File: src/rtl/sram_loader.sv
// sram_loader: streams valid/ready words into consecutive SRAM addresses
// starting at a programmable base. The address wraps within the SRAM depth.
// It keeps a running checksum of the words it writes.
// Optional feature macro: SRAM_LOADER_VERIFY_EN. When it is defined, every
// nonzero load is followed by a read-back pass. That pass sums the SRAM
// contents and raises verify_err when the sum differs from the checksum.
module sram_loader #(
  parameter int DATA_WIDTH = 8,
  parameter int ADDR_WIDTH = 4
) (
  input  logic                  clk,
  input  logic                  rst,
  input  logic                  start,
  input  logic [ADDR_WIDTH-1:0] base_addr,
  input  logic [ADDR_WIDTH:0]   length,
  input  logic                  s_valid,
  output logic                  s_ready,
  input  logic [DATA_WIDTH-1:0] s_data,
  output logic                  sram_cs,
  output logic                  sram_we,
  output logic [ADDR_WIDTH-1:0] sram_addr,
  output logic [DATA_WIDTH-1:0] sram_din,
  input  logic [DATA_WIDTH-1:0] sram_dout,
  output logic                  busy,
  output logic                  done,
  output logic [DATA_WIDTH-1:0] checksum,
  output logic                  verify_err
);

  localparam logic [ADDR_WIDTH:0]   DEPTH_CNT = {1'b1, {ADDR_WIDTH{1'b0}}};
  localparam logic [ADDR_WIDTH:0]   CNT_ONE   = 1;
  localparam logic [ADDR_WIDTH-1:0] ADDR_ONE  = 1;

`ifdef SRAM_LOADER_VERIFY_EN
  typedef enum logic [2:0] {S_IDLE, S_WRITE, S_VREAD, S_VCHK, S_DONE} state_t;
`else
  typedef enum logic [2:0] {S_IDLE, S_WRITE, S_DONE} state_t;
`endif

  state_t                  state_q, state_d;
  logic [ADDR_WIDTH-1:0]   ptr_q, ptr_d;
  logic [ADDR_WIDTH:0]     cnt_q, cnt_d;
  logic [DATA_WIDTH-1:0]   checksum_q, checksum_d;
  logic [ADDR_WIDTH:0]     lengthClamped;

`ifdef SRAM_LOADER_VERIFY_EN
  logic [ADDR_WIDTH-1:0]   base_q, base_d;
  logic [ADDR_WIDTH:0]     len_q, len_d;
  logic [DATA_WIDTH-1:0]   vsum_q, vsum_d;
  logic                    readPending_q, readPending_d;
  logic                    verifyErr_q, verifyErr_d;
  logic [DATA_WIDTH-1:0]   finalSum;
`else
  logic                    unusedDout;
  assign unusedDout = ^sram_dout;
`endif

  // Oversized lengths are capped at one full pass over the SRAM.
  assign lengthClamped = (length > DEPTH_CNT) ? DEPTH_CNT : length;

  // State and datapath registers, cleared by the synchronous reset.
  always_ff @(posedge clk) begin
    if (rst) begin
      state_q       <= S_IDLE;
      ptr_q         <= '0;
      cnt_q         <= '0;
      checksum_q    <= '0;
`ifdef SRAM_LOADER_VERIFY_EN
      base_q        <= '0;
      len_q         <= '0;
      vsum_q        <= '0;
      readPending_q <= 1'b0;
      verifyErr_q   <= 1'b0;
`endif
    end else begin
      state_q       <= state_d;
      ptr_q         <= ptr_d;
      cnt_q         <= cnt_d;
      checksum_q    <= checksum_d;
`ifdef SRAM_LOADER_VERIFY_EN
      base_q        <= base_d;
      len_q         <= len_d;
      vsum_q        <= vsum_d;
      readPending_q <= readPending_d;
      verifyErr_q   <= verifyErr_d;
`endif
    end
  end

  // Next-state logic and SRAM/stream handshake. The SRAM strobes are combinational, so each accepted word is written in its own cycle.
  always_comb begin
    state_d    = state_q;
    ptr_d      = ptr_q;
    cnt_d      = cnt_q;
    checksum_d = checksum_q;
    s_ready    = 1'b0;
    sram_cs    = 1'b0;
    sram_we    = 1'b0;
    sram_din   = '0;
    done       = 1'b0;
`ifdef SRAM_LOADER_VERIFY_EN
    base_d        = base_q;
    len_d         = len_q;
    vsum_d        = vsum_q;
    readPending_d = readPending_q;
    verifyErr_d   = verifyErr_q;
    finalSum      = vsum_q + sram_dout;
`endif

    case (state_q)
      S_IDLE: begin
        if (start) begin
          ptr_d      = base_addr;
          cnt_d      = lengthClamped;
          checksum_d = '0;
`ifdef SRAM_LOADER_VERIFY_EN
          base_d      = base_addr;
          len_d       = lengthClamped;
          verifyErr_d = 1'b0;
`endif
          state_d    = (lengthClamped == '0) ? S_DONE : S_WRITE;
        end
      end

      S_WRITE: begin
        s_ready = 1'b1;
        if (s_valid) begin
          sram_cs    = 1'b1;
          sram_we    = 1'b1;
          sram_din   = s_data;
          ptr_d      = ptr_q + ADDR_ONE;
          cnt_d      = cnt_q - CNT_ONE;
          checksum_d = checksum_q + s_data;
          if (cnt_q == CNT_ONE) begin
`ifdef SRAM_LOADER_VERIFY_EN
            ptr_d         = base_q;
            cnt_d         = len_q;
            vsum_d        = '0;
            readPending_d = 1'b0;
            state_d       = S_VREAD;
`else
            state_d       = S_DONE;
`endif
          end
        end
      end

`ifdef SRAM_LOADER_VERIFY_EN
      S_VREAD: begin
        sram_cs       = 1'b1;
        ptr_d         = ptr_q + ADDR_ONE;
        cnt_d         = cnt_q - CNT_ONE;
        readPending_d = 1'b1;
        if (readPending_q) begin
          vsum_d = vsum_q + sram_dout;
        end
        if (cnt_q == CNT_ONE) begin
          state_d = S_VCHK;
        end
      end

      S_VCHK: begin
        readPending_d = 1'b0;
        vsum_d        = finalSum;
        verifyErr_d   = (finalSum != checksum_q);
        state_d       = S_DONE;
      end
`endif

      S_DONE: begin
        done    = 1'b1;
        state_d = S_IDLE;
      end

      default: begin
        state_d = S_IDLE;
      end
    endcase
  end

  assign sram_addr = ptr_q;
  assign busy      = (state_q != S_IDLE);
  assign checksum  = checksum_q;
`ifdef SRAM_LOADER_VERIFY_EN
  assign verify_err = verifyErr_q;
`else
  assign verify_err = 1'b0;
`endif

endmodule

File: config.mk
export PLATFORM = sky130hd
export DESIGN_NAME = sram_loader
export DESIGN_NICKNAME = d
export VERILOG_FILES = /design/src/rtl/sram_loader.sv
export SDC_FILE = /design/constraint.sdc
export NUM_CORES = 1
export LEC_CHECK = 0
export BUFFER_PORTS_ARGS = -buffer_cell sky130_fd_sc_hd__buf_2
export CAP_MARGIN = 5
export CORE_ASPECT_RATIO = 0.7
export CORE_UTILIZATION = 40
export DETAILED_ROUTE_END_ITERATION = 16
export GPL_ROUTABILITY_DRIVEN = 0
export PLACE_DENSITY = 0.81
export SLEW_MARGIN = 20
export SYNTH_ARGS = -nofsm -noshare
export SYNTH_HDL_FRONTEND = slang
export SYNTH_SLANG_ARGS = --single-unit
File: constraint.sdc
create_clock -name clk -period 3.35 [get_ports clk]
set_input_delay 0.335 -clock clk [delete_from_list [all_inputs] [get_ports clk]]
set_output_delay 0.335 -clock clk [all_outputs]
set_load 0.05 [all_outputs]
==> out/qor.csv <==
metric;value;unit
port_buffers;45;
grt_overflow;0;
critical_path_arrival;1.86;ns
rrSetupSlack;1.40;ns
layout-drive-gt1-share;30.5;%
hold_path.class;primary input to flip-flop;
clkTransAtPathRegs;0.07;ns
grt_pass1_wl;4920;um
max_freq;0.456;GHz
cts_resized;0;
power.leakage;0.779;nW
cp_slowest_cell;dfxtp_1;
cts_tree;done;
cts_buffers;3;
worstPathMaxFanout;17;
multi_input_area;842;sq um
post_cts_buffers;0;
slew_violations;0;
cts.sinks;19;
power_density;471;mW/mm^2
drc;4;
initial_core_util;41.8;%
die_h;50.0;um
worstMarginPinSlew;0.702;ns
required;3.01;ns
grt_setup_unrepaired;false;
final_common_cell;buf_2;
syn_nets;199;
cp_cell_sequence;nand2b_4 > inv_2 > and2_1 > buf_2;
via_per_inst;5.33;
status;finished with violations;
r2r_end;checksum[6];
finalSetupTns;0;ns
drtIter0Drc;77;
min_path_cells;3;
vias;1253;
dieArea;0.00352;sq mm
wl_per_cell;12.8;um
startpoint_type;flip-flop;
syn_inst;159;
layout_common_cells;buf_2 (45), dfxtp_1 (19), nor2_1 (18);
nets;238;
ys_warn_count;0;
syn_to_final_growth;18.9;%
synth-seq-cells;19;
synth_area_per_cell;8.27;sq um
diodes;0;
setup_violations;0;
finClkSkew;0.00198;ns
mappedNetlistArea;0.00132;sq mm
dr.pass1.iters;10;
fp.dieW;70.5;um
yosysUniqueCellTypes;43;
clock_latency;0.26;ns
r2r-start;checksum[0];
pin_count;55;
antenna_found_initial;0;
first_global_vias;1012;
drt_wl_total;3010;um
r2r_cells;7;
htree_levels;1;
grt_max_degree;18;
holdBufCountCts;0;
ir_drop;0.190;mV
fin_util;49.7;%
synth_edf_count;0;
track_usage;18.0;%
slew_headroom;53.1;%
std_cell_rows;17;
cts_buffer_depth;2;
seq_area;380;sq um
final_antenna_net_count;0;
drv_cap;0;
async_flop_share;0;%
min_to;sram_addr[0];
violations;design-rule violations;
hp-start;base_addr[0];
worstSetupPathType;flip-flop to output port;
root_buffer;clkbuf_8;
core;0.00315;sq mm
seq_area_frac_synth;28.9;%
max_stage_delay;0.54;ns
finalCriticalPeriod;2.19;ns
endpoint_kind;output port;
period_share;65.5;%
fillers;315;
dp_hpwl;2300;um
hold_viol;0;
synth_ff_type;dfxtp_1;
flip-flops by register name, indices dropped and copies added, names as in the netlist:
signal	flops
checksum	8
cnt_q	5
sram_addr	4
state_q	2
power by group:
part | total (W) | internal [W] | switching (W) | leakage [nW]
clock network | 0.000163 | 0.0000828 | 0.0000802 | 0.0255
logic | 0.000300 | 0.0000949 | 0.000205 | 0.598
registers | 0.000274 | 0.000249 | 0.0000251 | 0.156
total | 0.000737 | 0.000427 | 0.000310 | 0.779
critical path: cells and delay by family (launching register included):
family / cells / cell delay, ns
flip-flops: 1 / 0.54
AND/OR/NAND/NOR: 2 / 0.49
buffers and inverters: 2 / 0.57
cells by family after synthesis:
kind of cell,synth area share [%]
AO/OA/AOI/OAI,21.6
buffers and inverters,7.04
other,0.285
AND/OR/NAND/NOR,23.4
XOR/XNOR,4.66
adder cells (fa/ha/maj),11.0
flip-flops,28.9
multiplexers,3.04
synthesized netlist by cell type (3+ instances only):
library cell | number | area [sq um]
dfxtp_1 | 19 | 380
nor2_1 | 18 | 67.6
a21oi_1 | 14 | 70.1
ha_1 | 10 | 125
and3_1 | 8 | 50.1
nand2_1 | 8 | 30.0
o21ai_1 | 6 | 30.0
o21ai_0 | 5 | 25.0
clkbuf_1 | 4 | 15.0
inv_1 | 4 | 15.0
mux2i_1 | 4 | 40.0
nand3_1 | 4 | 20.0
nor3_1 | 4 | 20.0
xnor2_1 | 4 | 35.0
a22oi_1 | 3 | 22.5
a31oi_1 | 3 | 18.8
buf_4 | 3 | 22.5
nor3b_1 | 3 | 22.5
xor2_1 | 3 | 26.3
metal layers:
metal | wire (um) | vias up | part of all wire [%] | track usage, %
met3 | 161 | 3 | 5.4 | 5.32
met5 | 0 | - | 0 | 0
met4 | 12 | 0 | 0.40 | 2.00
met1 | 1530 | 586 | 51 | 26.3
met2 | 1310 | 25 | 43 | 26.9
li1 | - | 639 | - | -
how the worst max path moves through the flow:
| stage | slack (ns) | start | to | cells after the start |
|---|---|---|---|---|
| after floorplan | 1.27 | state_q[0] | sram_din[0] | 5 |
| after global placement | 1.29 | s_data[0] | checksum[6] | 8 |
| after detailed placement | 1.28 | s_data[0] | checksum[6] | 8 |
| after CTS | 1.13 | state_q[0] | sram_we | 4 |
| after global routing | 0.99 | state_q[0] | sram_we | 4 |
| final | 1.16 | state_q[0] | sram_we | 4 |
area by class of cell:
cell class / count / area share, %
clock inverters: 1 / 0.320
repair buffers: 45 / 14.4
flip-flops and latches: 19 / 24.3
clock buffers: 3 / 2.64
inverters: 6 / 1.44
multi-input cells: 123 / 53.8
well taps: 38 / 3.04
metrics by stage:
step                hold WS, ns  area [sq um]  instances  total power (W)  setup slack [ns]
floorplan                 0.482          1320        159         0.000523              1.27
global placement          0.454          1520        231         0.000571              1.29
detailed placement        0.458          1520        231         0.000578              1.28
CTS                       0.341          1560        235         0.000741              1.13
global route              0.342          1560        235         0.000782             0.987
finish                    0.343          1560        235         0.000737              1.16
Power figures use the tool's default switching activity.
